File: src/rtl/control_unit_pkg.sv
// control_unit_pkg: opcodes, IR field positions, state encoding and strobe bundle shared by the control unit
package control_unit_pkg;

    localparam int NREG = 16;
    localparam int OPW  = 5;

    localparam int OP_HI = 31;
    localparam int OP_LO = 27;
    localparam int RA_HI = 26;
    localparam int RA_LO = 23;
    localparam int RB_HI = 22;
    localparam int RB_LO = 19;
    localparam int RC_HI = 18;
    localparam int RC_LO = 15;

    typedef logic [OPW-1:0] op_t;

    localparam op_t OP_ADD  = 5'b00011;
    localparam op_t OP_SUB  = 5'b00100;
    localparam op_t OP_AND  = 5'b00101;
    localparam op_t OP_OR   = 5'b00110;
    localparam op_t OP_SHR  = 5'b00111;
    localparam op_t OP_SHL  = 5'b01000;
    localparam op_t OP_ROR  = 5'b01001;
    localparam op_t OP_ROL  = 5'b01010;
    localparam op_t OP_MUL  = 5'b01111;
    localparam op_t OP_DIV  = 5'b10000;
    localparam op_t OP_NEG  = 5'b10001;
    localparam op_t OP_NOT  = 5'b10010;
    localparam op_t OP_NOP  = 5'b11010;
    localparam op_t OP_HALT = 5'b11011;

    typedef enum logic [3:0] {
        S_IDLE = 4'd0,
        S_T0   = 4'd1,
        S_T1   = 4'd2,
        S_T1W  = 4'd3,
        S_T2   = 4'd4,
        S_T3   = 4'd5,
        S_T4   = 4'd6,
        S_T5   = 4'd7,
        S_T6   = 4'd8,
        S_END  = 4'd9,
        S_HALT = 4'd10,
        S_ERR  = 4'd11
    } state_t;

    typedef struct packed {
        op_t        op;
        logic [3:0] ra;
        logic [3:0] rb;
        logic [3:0] rc;
    } instr_t;

    typedef struct packed {
        logic pc_out;
        logic mdr_out;
        logic zlo_out;
        logic zhi_out;
        logic pc_in;
        logic mar_in;
        logic mdr_in;
        logic ir_in;
        logic y_in;
        logic zlo_in;
        logic zhi_in;
        logic hi_in;
        logic lo_in;
        logic inc_pc;
        logic read;
        logic busy;
        logic err;
        op_t  control;
    } strobes_t;

    function automatic instr_t decode(input logic [31:0] ir);
        return '{op: ir[OP_HI:OP_LO], ra: ir[RA_HI:RA_LO], rb: ir[RB_HI:RB_LO], rc: ir[RC_HI:RC_LO]};
    endfunction

    function automatic logic is_binary(input op_t op);
        return op inside {OP_ADD, OP_SUB, OP_AND, OP_OR, OP_SHR, OP_SHL, OP_ROR, OP_ROL};
    endfunction

    function automatic logic is_muldiv(input op_t op);
        return op == OP_MUL || op == OP_DIV;
    endfunction

    function automatic logic is_unary(input op_t op);
        return op == OP_NEG || op == OP_NOT;
    endfunction

endpackage

File: src/rtl/control_unit_if.sv
// control_unit_if: instruction-side inputs and Datapath strobe outputs of the control unit
interface control_unit_if;
    import control_unit_pkg::*;

    logic            Run;
    logic            Mem_Rdy;
    logic [31:0]     IR;
    logic            PC_Out;
    logic            MDR_Out;
    logic            ZLO_Out;
    logic            ZHI_Out;
    logic            PC_In;
    logic            MAR_In;
    logic            MDR_In;
    logic            IR_In;
    logic            Y_In;
    logic            ZLO_In;
    logic            ZHI_In;
    logic            HI_In;
    logic            LO_In;
    logic            IncPC;
    logic            Read;
    logic [NREG-1:0] R_Out;
    logic [NREG-1:0] R_In;
    logic [OPW-1:0]  CONTROL;
    logic            Busy;
    logic            Err;

    modport master (
        input  Run, Mem_Rdy, IR,
        output PC_Out, MDR_Out, ZLO_Out, ZHI_Out,
        output PC_In, MAR_In, MDR_In, IR_In, Y_In, ZLO_In, ZHI_In, HI_In, LO_In,
        output IncPC, Read, R_Out, R_In, CONTROL, Busy, Err
    );

    modport slave (
        output Run, Mem_Rdy, IR,
        input  PC_Out, MDR_Out, ZLO_Out, ZHI_Out,
        input  PC_In, MAR_In, MDR_In, IR_In, Y_In, ZLO_In, ZHI_In, HI_In, LO_In,
        input  IncPC, Read, R_Out, R_In, CONTROL, Busy, Err
    );

endinterface

File: src/rtl/control_unit_reg_select.sv
// control_unit_reg_select: 4-bit register field plus enable to a one-hot register-select bus
module control_unit_reg_select
    import control_unit_pkg::*;
#(
    parameter int N = NREG
) (
    input  logic [3:0]   field,
    input  logic         en,
    output logic [N-1:0] onehot
);

    assign onehot = en ? N'(1) << field : '0;

endmodule

File: src/rtl/control_unit.sv
// control_unit: Moore FSM sequencing Datapath fetch and register-register ALU execute
module control_unit
    import control_unit_pkg::*;
(
    input  logic           Clock,
    input  logic           Clear,
    control_unit_if.master bus
);

    state_t          state, nxt;
    instr_t          ir_q, ins;
    strobes_t        s_d, s_q;
    logic [NREG-1:0] r_in_d, r_in_q, r_out_a, r_out_b, r_out_q;
    logic [3:0]      fa, fb;
    logic            md, bin, un;

    // in T2 the IR is being loaded, so the decision out of T2 looks at the live IR
    assign ins = state == S_T2 ? decode(bus.IR) : ir_q;
    assign md  = is_muldiv(ins.op);
    assign bin = is_binary(ins.op);
    assign un  = is_unary(ins.op);
    assign fa  = md ? ins.ra : ins.rb;
    assign fb  = bin ? ins.rc : ins.rb;

    control_unit_reg_select u_in (.field(ins.ra), .en(nxt == S_T5 && !md), .onehot(r_in_d));
    control_unit_reg_select u_t3 (.field(fa), .en(nxt == S_T3), .onehot(r_out_a));
    control_unit_reg_select u_t4 (.field(fb), .en(nxt == S_T4), .onehot(r_out_b));

    // state, latched instruction fields and registered strobes; Clear overrides everything
    always_ff @(posedge Clock) begin
        if (Clear) begin
            state   <= S_IDLE;
            ir_q    <= '0;
            s_q     <= '0;
            r_in_q  <= '0;
            r_out_q <= '0;
        end else begin
            state   <= nxt;
            s_q     <= s_d;
            r_in_q  <= r_in_d;
            r_out_q <= r_out_a | r_out_b;
            if (state == S_T2)
                ir_q <= decode(bus.IR);
        end
    end

    // next-state sequencing through fetch, decode and the per-class execute steps
    always_comb begin
        nxt = state;
        case (state)
            S_IDLE:  nxt = bus.Run ? S_T0 : S_IDLE;
            S_T0:    nxt = S_T1;
            S_T1:    nxt = bus.Mem_Rdy ? S_T2 : S_T1W;
            S_T1W:   nxt = bus.Mem_Rdy ? S_T2 : S_T1W;
            S_T2:    nxt = (bin || md) ? S_T3 :
                           un ? S_T4 :
                           ins.op == OP_NOP ? S_END :
                           ins.op == OP_HALT ? S_HALT : S_ERR;
            S_T3:    nxt = S_T4;
            S_T4:    nxt = S_T5;
            S_T5:    nxt = md ? S_T6 : S_END;
            S_T6:    nxt = S_END;
            S_END:   nxt = bus.Run ? S_T0 : S_HALT;
            S_HALT:  nxt = S_HALT;
            S_ERR:   nxt = S_ERR;
            default: nxt = S_IDLE;
        endcase
    end

    // strobes decoded from the next state so the registered outputs line up with the state register
    always_comb begin
        s_d         = '0;
        s_d.pc_out  = nxt == S_T0;
        s_d.mdr_out = nxt == S_T2;
        s_d.zlo_out = nxt inside {S_T1, S_T5};
        s_d.zhi_out = nxt == S_T6;
        s_d.pc_in   = nxt == S_T1;
        s_d.mar_in  = nxt == S_T0;
        s_d.mdr_in  = nxt inside {S_T1, S_T1W};
        s_d.ir_in   = nxt == S_T2;
        s_d.y_in    = nxt == S_T3;
        s_d.zlo_in  = nxt inside {S_T0, S_T4};
        s_d.zhi_in  = nxt == S_T4 && md;
        s_d.hi_in   = nxt == S_T6;
        s_d.lo_in   = nxt == S_T5 && md;
        s_d.inc_pc  = nxt == S_T0;
        s_d.read    = nxt inside {S_T1, S_T1W};
        s_d.busy    = !(nxt inside {S_IDLE, S_HALT, S_ERR});
        s_d.err     = nxt == S_ERR;
        s_d.control = nxt == S_T4 ? ins.op : '0;
    end

    // the shared Datapath bus never has two drivers in one cycle
    always_ff @(posedge Clock) begin
        if (!Clear)
            assert ($onehot0({s_q.pc_out, s_q.mdr_out, s_q.zlo_out, s_q.zhi_out, |r_out_q}));
    end

    assign bus.PC_Out  = s_q.pc_out;
    assign bus.MDR_Out = s_q.mdr_out;
    assign bus.ZLO_Out = s_q.zlo_out;
    assign bus.ZHI_Out = s_q.zhi_out;
    assign bus.PC_In   = s_q.pc_in;
    assign bus.MAR_In  = s_q.mar_in;
    assign bus.MDR_In  = s_q.mdr_in;
    assign bus.IR_In   = s_q.ir_in;
    assign bus.Y_In    = s_q.y_in;
    assign bus.ZLO_In  = s_q.zlo_in;
    assign bus.ZHI_In  = s_q.zhi_in;
    assign bus.HI_In   = s_q.hi_in;
    assign bus.LO_In   = s_q.lo_in;
    assign bus.IncPC   = s_q.inc_pc;
    assign bus.Read    = s_q.read;
    assign bus.Busy    = s_q.busy;
    assign bus.Err     = s_q.err;
    assign bus.CONTROL = s_q.control;
    assign bus.R_Out   = r_out_q;
    assign bus.R_In    = r_in_q;

endmodule

File: src/flat_wrapper.sv
// flat-port wrapper written by rule: the top's interface ports become plain ports
module control_unit_flat import control_unit_pkg::*;
  (Clock, Clear, bus_Run, bus_Mem_Rdy, bus_IR, bus_PC_Out, bus_MDR_Out, bus_ZLO_Out, bus_ZHI_Out, bus_PC_In, bus_MAR_In, bus_MDR_In, bus_IR_In, bus_Y_In, bus_ZLO_In, bus_ZHI_In, bus_HI_In, bus_LO_In, bus_IncPC, bus_Read, bus_R_Out, bus_R_In, bus_CONTROL, bus_Busy, bus_Err);
  control_unit_if bus_i ();
  input  logic Clock;
  input  logic Clear;
  input wire logic [$bits(bus_i.Run)-1:0] bus_Run;
  input wire logic [$bits(bus_i.Mem_Rdy)-1:0] bus_Mem_Rdy;
  input wire logic [$bits(bus_i.IR)-1:0] bus_IR;
  output wire logic [$bits(bus_i.PC_Out)-1:0] bus_PC_Out;
  output wire logic [$bits(bus_i.MDR_Out)-1:0] bus_MDR_Out;
  output wire logic [$bits(bus_i.ZLO_Out)-1:0] bus_ZLO_Out;
  output wire logic [$bits(bus_i.ZHI_Out)-1:0] bus_ZHI_Out;
  output wire logic [$bits(bus_i.PC_In)-1:0] bus_PC_In;
  output wire logic [$bits(bus_i.MAR_In)-1:0] bus_MAR_In;
  output wire logic [$bits(bus_i.MDR_In)-1:0] bus_MDR_In;
  output wire logic [$bits(bus_i.IR_In)-1:0] bus_IR_In;
  output wire logic [$bits(bus_i.Y_In)-1:0] bus_Y_In;
  output wire logic [$bits(bus_i.ZLO_In)-1:0] bus_ZLO_In;
  output wire logic [$bits(bus_i.ZHI_In)-1:0] bus_ZHI_In;
  output wire logic [$bits(bus_i.HI_In)-1:0] bus_HI_In;
  output wire logic [$bits(bus_i.LO_In)-1:0] bus_LO_In;
  output wire logic [$bits(bus_i.IncPC)-1:0] bus_IncPC;
  output wire logic [$bits(bus_i.Read)-1:0] bus_Read;
  output wire logic [$bits(bus_i.R_Out)-1:0] bus_R_Out;
  output wire logic [$bits(bus_i.R_In)-1:0] bus_R_In;
  output wire logic [$bits(bus_i.CONTROL)-1:0] bus_CONTROL;
  output wire logic [$bits(bus_i.Busy)-1:0] bus_Busy;
  output wire logic [$bits(bus_i.Err)-1:0] bus_Err;
  assign bus_i.Run = bus_Run;
  assign bus_i.Mem_Rdy = bus_Mem_Rdy;
  assign bus_i.IR = bus_IR;
  assign bus_PC_Out = bus_i.PC_Out;
  assign bus_MDR_Out = bus_i.MDR_Out;
  assign bus_ZLO_Out = bus_i.ZLO_Out;
  assign bus_ZHI_Out = bus_i.ZHI_Out;
  assign bus_PC_In = bus_i.PC_In;
  assign bus_MAR_In = bus_i.MAR_In;
  assign bus_MDR_In = bus_i.MDR_In;
  assign bus_IR_In = bus_i.IR_In;
  assign bus_Y_In = bus_i.Y_In;
  assign bus_ZLO_In = bus_i.ZLO_In;
  assign bus_ZHI_In = bus_i.ZHI_In;
  assign bus_HI_In = bus_i.HI_In;
  assign bus_LO_In = bus_i.LO_In;
  assign bus_IncPC = bus_i.IncPC;
  assign bus_Read = bus_i.Read;
  assign bus_R_Out = bus_i.R_Out;
  assign bus_R_In = bus_i.R_In;
  assign bus_CONTROL = bus_i.CONTROL;
  assign bus_Busy = bus_i.Busy;
  assign bus_Err = bus_i.Err;
  control_unit u_core (.Clock(Clock), .Clear(Clear), .bus(bus_i));
endmodule
File: config.mk
export PLATFORM = sky130hd
export DESIGN_NAME = control_unit_flat
export DESIGN_NICKNAME = d
export VERILOG_FILES = /design/src/rtl/control_unit_pkg.sv /design/src/rtl/control_unit_if.sv /design/src/rtl/control_unit_reg_select.sv /design/src/rtl/control_unit.sv /design/src/flat_wrapper.sv
export SDC_FILE = /design/constraint.sdc
export NUM_CORES = 1
export LEC_CHECK = 0
export CORE_MARGIN = 5
export CORE_UTILIZATION = 40
export DETAILED_ROUTE_END_ITERATION = 7
export GPL_TIMING_DRIVEN = 1
export HOLD_SLACK_MARGIN = 0.03
export PLACE_DENSITY_LB_ADDON = 0.25
export SKIP_LAST_GASP = 1
export SLEW_MARGIN = 10
export SYNTH_ARGS = -nofsm -noshare
export SYNTH_HDL_FRONTEND = slang
export SYNTH_SLANG_ARGS = --single-unit
File: constraint.sdc
create_clock -name Clock -period 4.1 [get_ports Clock]
set_input_delay 1.23 -clock Clock [delete_from_list [all_inputs] [get_ports Clock]]
set_output_delay 1.23 -clock Clock [all_outputs]
set_load 0.005 [all_outputs]
# After elaboration in Yosys (flattened, before gate mapping)
# Cells that the tools add are included.
# op_classes
n_reduce_logical	18
order_cmp	0
add_sub_neg	0
shift	3
div_mod_pow	0
mul	0
eq_ne	35
n_bitwise	3
mux	14
# ops
cell	n
$shl A1 B4 Y16 const A	3
$pmux W4 S11	1
$eq A4 B3 Y1 const B	8
$mux W16	2
$eq A4 B4 Y1 const B	7
$eq A5 B5 Y1 const B	5
$mux W4	6
$eq A5 B3 Y1 const B	4
$eq A5 B4 Y1 const B	4
$mux W17	1
$eq A4 B2 Y1 const B	4
$or A16 B16 Y16	1
$eq A4 B1 Y1 const B	2
$logic_not A4 Y1	2
$reduce_bool A8 Y1	1
$reduce_bool A2 Y1	3
$reduce_or A2 Y1	3
$eq A5 B2 Y1 const B	1
$logic_and A1 B1 Y1	3
$logic_or A1 B1 Y1	3
$mux W1	3
$mux W3	1
$reduce_bool A3 Y1	1
$logic_not A1 Y1	2
$not A1 Y1	2
# totals
ramBits	0
rom_bits	0
latch_bits	0
reg_bits	70
wordCells	93
inputBits	36
memories	0

# Depth between registers and ports, before layout
# Gate-level depths: netlist of run 1.
# depth
word_depth	12
ltp_mapped	11
mapped_depth_nobuf	8

# Modules after synthesis
# From an unflattened synthesis of run 1, not the netlist that was laid out.
# unflattened
hier_cells	362
area_unflattened_um2	3079.2
# by_module_without_submodules
module	instances	area_per_inst_um2	cells_per_inst	seq_area_each_um2
control_unit	1	2718.9	293	1401.3
control_unit_reg_select	3	120.1	23	0.0

# Worst setup path after synthesis of run 1
# No wires, ideal clock.
# synth_path
kind	input to register
start	input port bus_IR[29]
end	register u_core.r_out_q[10], in the netlist u_core.bus.R_Out[10]
path_stages	9
arrival_time_ns	3.360
path_slack_ns	0.657
cell_sequence	clkbuf_1 -> and4b_1 -> a2111oi_4 -> nor3_1 -> or2_4 -> or3_1 -> buf_6 -> or3_4 -> o22ai_1
# synth_between
elab_chain_cells	10
word_cells_on_any_way	34
classes_between	eq/ne (16); shift (2); mux (11); bitwise (1); reduce/logical (4)
# synth_rtl
element	line_no	rtl
start, declared	flat_wrapper.sv:9	input wire logic [$bits(bus_i.IR)-1:0] bus_IR;
$mux W17 (*)	control_unit.sv:18	assign ins = state == S_T2 ? decode(bus.IR) : ir_q;
$eq A5 B5 Y1	control_unit.sv:58	ins.op == OP_HALT ? S_HALT : S_ERR;
$mux W1	control_unit.sv:58	
$mux W4	control_unit.sv:57	ins.op == OP_NOP ? S_END :
$mux W4	control_unit.sv:56	un ? S_T4 :
$mux W4	control_unit.sv:55	S_T2: nxt = (bin || md) ? S_T3 :
$pmux W4 S11	control_unit.sv:50	case (state)
$eq A4 B3 Y1, on equally long branches	control_unit.sv:26, control_unit.sv:27	
$mux W16	control_unit_reg_select.sv:12	assign onehot = en ? N'(1) << field : '0;
$or A16 B16 Y16 (*)	control_unit.sv:41	r_out_q <= r_out_a | r_out_b;
end signal, assigned	control_unit.sv:41	
end, declared	control_unit.sv:13	logic [NREG-1:0] r_in_d, r_in_q, r_out_a, r_out_b, r_out_q;
# Every way passes the cells marked *; elsewhere a longest branch is shown, timed or not.
# A chain may end at the register's enable or synchronous reset.

# Final worst setup path of run 1
# layout_path
start	input port bus_IR[30]
end	register u_core.r_out_q[15], in the netlist u_core.bus.R_Out[15]
# Same word-level chain as after synthesis.

==> metrics.cfg, run 1 <==
[floorplanning]
die_h_um=98.0
die_w_um=98.0
die_area_um2=9610
core.rowCount=32
core_um2=7650
initial_core_util_pct=40.5
ios=90

[global_route]
grt_pass1_vias=2597
grtUsageTotal_pct=15.7
grt_max_degree=30
grt_pass1_wl_um=12400
grt-ovfl-total=0
antenna_found_initial=0

[worst_setup_path]
r2r_setup_slack_ns=1.11
crit_path_start_kind=input pin
critical_path_class=input pin to flip-flop
ff2ff_path_depth=7
r2r_end=u_core.bus.R_Out[15]
critical_path.top_delay_family=simple AND/OR/NAND/NOR gates
critPathCaptureType=flip-flop
cp_max_fo=9
cp_cell_sequence=clkdlybuf4s50_1, xnor2_1, a2111oi_4, nor3_1, or2_4, or3_1, or3_4, o22ai_1
required_ns=4.35
cp_slowest_cell=clkdlybuf4s50_1
worstReg2RegStart=u_core.state[2]
cpPeakStageDelay_ns=0.66
worstPathArrival_ns=3.89
critPathBufInv=1

[routing]
drt_iter0_markers=192
num_vias=2704
drt-total-wl_um=7460
dr.pass1.iters=4
drc_errors=0
viasPerCell=5.08
postRouteAntennaNets=0
post_drt_wl_per_cell_um=14.0

[timing]
report.final.hold_viol_count=0
setup-violations-final=0
maxSlewHeadroom_pct=52.5
setup_tns_ns=0
fin_crit_sh_pct=88.7
finClkSkew_ns=0.0101
fmax_ghz=0.275
rsz0062_at_grt=no
report.final.slew_viol_count=0
tightest_slew_ns=0.707
fin_crit_ns=3.64

[synthesis]
synth_common_cells=dfxtp_1 (70), nand2_1 (47), nor2_1 (35)
synthCells=354
synth_edf_count=0
synth-async-reset-ratio_pct=0
synth.ff_latch_count=70
avgSynthCellArea_um2=8.76
synth.most_common_cell=dfxtp_1
synth-main-ff-cell=dfxtp_1
syn_nets=390
ys_types=50
synth_area_leaders=dfxtp_1 (45%), mux2i_1 (8.4%), nand2_1 (5.7%), nor2_1 (4.2%), nor4_1 (3.0%)
yosysSeqAreaShare_pct=45.2
synth.top_cell.area_share_pct=45.2
synth_area_um2=3100
yosysWarnings=0
yosys.area.top_type=dfxtp_1

[layout]
fill_cells=697
register_area_um2=1400
finalNetCount=461
syn2layout_area_growth_pct=33.4
final_layout_size_suffix_gt1_share_pct=10.0
num_antenna_cells=0
multi_input_area_um2=1520

[run]
drv_cap=0

[worst_hold_path]
min_path_type=flip-flop to flip-flop
hold_depth=2
worstHoldStart=u_core.ir_q[3]
hold_path_end=u_core.ir_q[3]

[clock_network]
root_buffer=clkbuf_8
cts_sinks=70
cts_buffer_depth=2
cts-resized-gates=0
htreeDepth=3
ctsHoldBuffers=0
cts_tree=built
postCtsSetupRepairBufs=0
cts_made_buffers=9
clk_pin_slew_ns=0.07
clock_latency_ns=0.34

[power]
leakage_nw=1.49
fin_total_pwr_mw=2.28
vdd_drop_max_mv=0.239
power_density_nw_per_um2=550

[placed_design]
gp_congestion=0.870
hpwl_um=5610
io_buffer_count=74

[status]
status=finished, final reports clean

report_power, final:
group	internal, mW	leakage (nW)	switching [mW]
sequential	0.754	0.566	0.0709
clock	0.314	0.109	0.256
combinational	0.362	0.819	0.520
total	1.43	1.49	0.846
worst max-delay path by stage:
stage	depth (start not counted)	slack [ns]	start	end
finish	8	0.46	bus_IR[30]	u_core.bus.R_Out[15]
global placement	8	0.15	bus_IR[30]	u_core.bus.R_Out[10]
CTS	8	0.47	bus_IR[30]	u_core.bus.R_Out[5]
detailed placement	8	0.13	bus_IR[30]	u_core.bus.R_Out[15]
global route	8	0.33	bus_IR[30]	u_core.bus.R_Out[3]
floorplan	9	0.66	bus_IR[29]	u_core.bus.R_Out[10]
cell usage in the layout (no fill, tap or decap), types with 2 or more instances in the layout:
cell type        count
dfxtp_1             70
nand2b_1             7
a31oi_1              3
nand4_1              2
a21oi_1             17
nand3_1              9
mux2_2               4
or2_2                2
nand4b_1             2
o22ai_1             13
inv_1                9
nand2_1             47
nand3b_1             4
nor2b_1              6
and3_1               3
clkinv_2             2
clkinv_4             2
clkdlybuf4s50_1     74
buf_4               13
a211oi_1             2
clkbuf_8            11
o21ai_0              7
or3_1                4
mux2i_1             26
nor4_1              15
o2bb2ai_1            3
nor3b_1              3
nor3_1               7
nor2_1              35
and2_1               5
xnor2_1              2
or3_4                2
worst reg2reg max path, stage by stage, from the launching register on:
cell       delay, ns
dfxtp_1         0.49
or4b_4          0.70
a2111oi_4       0.26
nor3_1          0.12
or2_4           0.28
or3_1           0.41
or3_4           0.44
o22ai_1         0.19
cell families after synthesis:
group,count (synthesis),share of synthesized area [%]
flip-flops,70,45.2
buffers and inverters,37,5.93
AO/OA/AOI/OAI,57,12.5
multiplexers,30,9.85
AND/OR/NAND/NOR,158,26.0
XOR/XNOR,2,0.565
area by class of cell:
class / count / share of cell area [%]
Timing Repair Buffer: 87 / 20.3
Clock buffer: 11 / 3.66
Tap cell: 102 / 3.09
Inverter: 10 / 0.908
Clock inverter: 5 / 1.39
Sequential cell: 70 / 33.9
Multi-Input combinational cell: 247 / 36.8
through the flow:
stage / hold slack, ns / util, % / instance area, um^2 / std cells / setup WS, ns
3_5_place_dp: 0.453 / 51.3 / 3930 / 516 / 0.133
5_1_grt: 0.513 / 54.1 / 4140 / 532 / 0.325
4_1_cts: 0.465 / 54.1 / 4140 / 532 / 0.474
2_1_floorplan: 0.436 / - / 3100 / 354 / 0.657
3_3_place_gp: 0.445 / 51.3 / 3930 / 516 / 0.151
6_report: 0.464 / 54.1 / 4140 / 532 / 0.462
flip-flops by register name, indices dropped and copies added, names as in the netlist, 4 cells and up:
signal              cells
u_core.bus.R_Out       16
u_core.state            4
u_core.bus.R_In        16
u_core.bus.CONTROL      5
u_core.ir_q            17
metal layers:
metal  global-route usage [%]  wire length, um
met5                        0                0
met4                     5.11              100
met3                     4.07              417
met2                     24.5             3290
met1                     21.1             3650
Power figures use the tool's default switching activity.
==> run 2, diff against run 1 <==
- ABC_AREA: default -> 1
==> metrics.cfg, run 2 <==
[global_route]
antenna_found_initial=0
grt_pass1_wl_um=12100
grt-ovfl-total=0
grtUsageTotal_pct=15.3
grt_max_degree=24
grt_pass1_vias=2679

[routing]
postRouteAntennaNets=0
viasPerCell=4.69
drt-total-wl_um=7330
drc_errors=0
num_vias=2812
post_drt_wl_per_cell_um=12.2
drt_iter0_markers=75
dr.pass1.iters=4

[worst_setup_path]
crit_path_frequent_cell=nand2_1
critical_path_class=input pin to flip-flop
crit_path_start_kind=input pin
critPathLaunch=bus_IR[30]
worstReg2RegStart=u_core.state[1]
critPathBufInv=1
cp_max_fo=9
required_ns=4.38
cp_slowest_cell=clkdlybuf4s50_1
cp_cell_sequence=clkdlybuf4s50_1, nand3b_1, nand2_1, nand2_1, nor2_1, nand2_2, nand3_2, nand2_1, nor2_2, nand2_2, nor2_8, nand2_4, o21ai_2
worstPathArrival_ns=3.21
critical_path.top_delay_family=simple AND/OR/NAND/NOR gates
critPathCaptureType=flip-flop
cpPeakStageDelay_ns=0.43

[power]
power_density_nw_per_um2=422
fin_total_pwr_mw=1.77
leakage_nw=1.83
vdd_drop_max_mv=0.211
swShare_pct=34.1
pwr-share-seq_pct=41.5
p_clk_share_pct=30.0
p_sw_uw=604
p_comb_share_pct=28.5
p_int_mw=1.17

[synthesis]
syn_nets=456
yosysWarnings=0
synthCells=420
synth-async-reset-ratio_pct=0
synth_area_leaders=dfxtp_1 (44%), nand2_1 (9.3%), nor2_1 (9.2%), nand3_1 (4.0%), nand2_4 (3.9%)
synth_adder_area_share_pct=0
yosysSeqAreaShare_pct=43.6
synth.ff_latch_count=70
synth.top_cell.area_share_pct=43.6
synth-main-ff-cell=dfxtp_1
synth_top_family_by_area=simple AND/OR/NAND/NOR gates
synth_area_um2=3220
synth_edf_count=0
ys_types=33
avgSynthCellArea_um2=7.66
synth.most_common_cell=nand2_1
synth_compound_gate_area_share_pct=8.13
yosys.area.top_type=dfxtp_1
synth-xor-area-share_pct=0
synth_common_cells=nand2_1 (80), nor2_1 (79), dfxtp_1 (70)
synthSimpleGateAreaFrac_pct=40.0
synth_mux_area_share_pct=0.622

[layout]
largest_reg_flops=17
regMostFlops=u_core.ir_q
num_antenna_cells=0
finalNetCount=529
final_common_cell=nand2_1
final_layout_size_suffix_gt1_share_pct=16.5
syn2layout_area_growth_pct=30.3
layout_common_cells=nand2_1 (80), nor2_1 (79), clkdlybuf4s50_1 (74), dfxtp_1 (70), inv_1 (31)

[timing]
fmax_ghz=0.342
setup-violations-final=0
maxSlewHeadroom_pct=60.6
fin_crit_sh_pct=71.4
setup_tns_ns=0
rsz0062_at_grt=no
fin_crit_ns=2.93
report.final.hold_viol_count=0
tightest_slew_ns=0.590
finClkSkew_ns=0.0102
report.final.slew_viol_count=0

[placed_design]
gp_congestion=0.874
io_buffer_count=74
hpwl_um=5600

[clock_network]
htreeDepth=3
cts_tree=built
clk_pin_slew_ns=0.08
cts_buffer_depth=2
root_buffer=clkbuf_8
cts_sinks=70
ctsHoldBuffers=0
cts-resized-gates=0
cts_made_buffers=9
clock_latency_ns=0.35
postCtsSetupRepairBufs=0

[status]
status=finished, final reports clean

[floorplanning]
ios=90
initial_core_util_pct=41.4
core_um2=7770
core.rowCount=32
die_h_um=99.7
die_area_um2=9940
die_w_um=99.7

[worst_hold_path]
min_path_type=flip-flop to flip-flop
worstHoldStart=u_core.ir_q[1]

[run]
drv_cap=0

==> run 2: cell count changes in the layout (fill, tap and decap cells not counted), moves of 9 or more <==
cell and delta:
nand2_1 +33, nor2_1 +44, nand2_4 +11, inv_1 +22
nand2_2 +15, o22ai_1 -13, nor4_1 -13, buf_4 -12
o21ai_2 +9, a21oi_1 -12, o21ai_1 +19, mux2i_1 -24
nand3_1 +17
==> run 2: routing by layer <==
| metal | vias to the layer above | wire [um] | track usage (%) | part of all wire, % |
|---|---|---|---|---|
| met2 | 77 | 3520 | 26.4 | 48 |
| met5 | - | 0 | 0 | 0 |
| met4 | 0 | 95 | 4.52 | 1.3 |
| met1 | 1255 | 3260 | 17.8 | 44 |
| met3 | 12 | 453 | 5.47 | 6.2 |
| li1 | 1468 | - | - | - |
==> run 2: worst reg2reg max path, cell delays in order, from the launching register on <==
cell and delay [ns]:
dfxtp_1 0.39, nor2_4 0.28, inv_1 0.12, nor2_2 0.48
nand2_1 0.10, nand2_1 0.08, nand2_1 0.08, nand3_4 0.10
nand2_4 0.11, nand2_1 0.07, nand2_1 0.11, inv_1 0.10
nand2_1 0.07, nor2_1 0.16, nand2_1 0.11, o21ai_2 0.14
==> run 2: final timing paths <==
path / endpoint / slack, ns / cells past startpoint
max: u_core.bus.R_Out[8] / 1.17 / 13
min reg2reg: u_core.ir_q[1] / 0.50 / 2
min: u_core.ir_q[1] / 0.50 / 2
max reg2reg: u_core.bus.R_Out[10] / 1.52 / 15
==> run 2: stage by stage <==
stage,setup slack (ns),area [um^2],hold WS [ns],util (%),instances
5_1_grt,0.961,4190,0.540,54.0,600
4_1_cts,1.17,4190,0.513,54.0,600
3_5_place_dp,0.809,4000,0.494,51.5,584
2_1_floorplan,1.46,3220,0.460,-,420
6_report,1.17,4190,0.504,54.0,600
3_3_place_gp,0.807,4000,0.482,51.5,584
==> run 2: logic make-up after synthesis <==
| family | count (synthesis) |
|---|---|
| and+or+nand+nor | 253 |
| buffers and inverters | 53 |
| DFF | 70 |
| AOI/OAI and AO/OA | 42 |
| muxes | 2 |
==> run 2: layout make-up <==
class	count	area [um^2]
Multi-Input combinational cell	297	1570
Fill cell	754	3580
Clock inverter	4	28.8
Clock buffer	12	165
Tap cell	102	128
Inverter	40	153
Sequential cell	70	1400
Timing Repair Buffer	75	748
==> run 2: power groups by stage <==
stage	logic, mW	clock network, mW	registers (mW)
6_report	0.504	0.532	0.735
3_3_place_gp	0.495	0	0.749
5_1_grt	0.561	0.573	0.738
2_1_floorplan	0.371	0	0.750
3_5_place_dp	0.504	0	0.751
4_1_cts	0.506	0.542	0.735
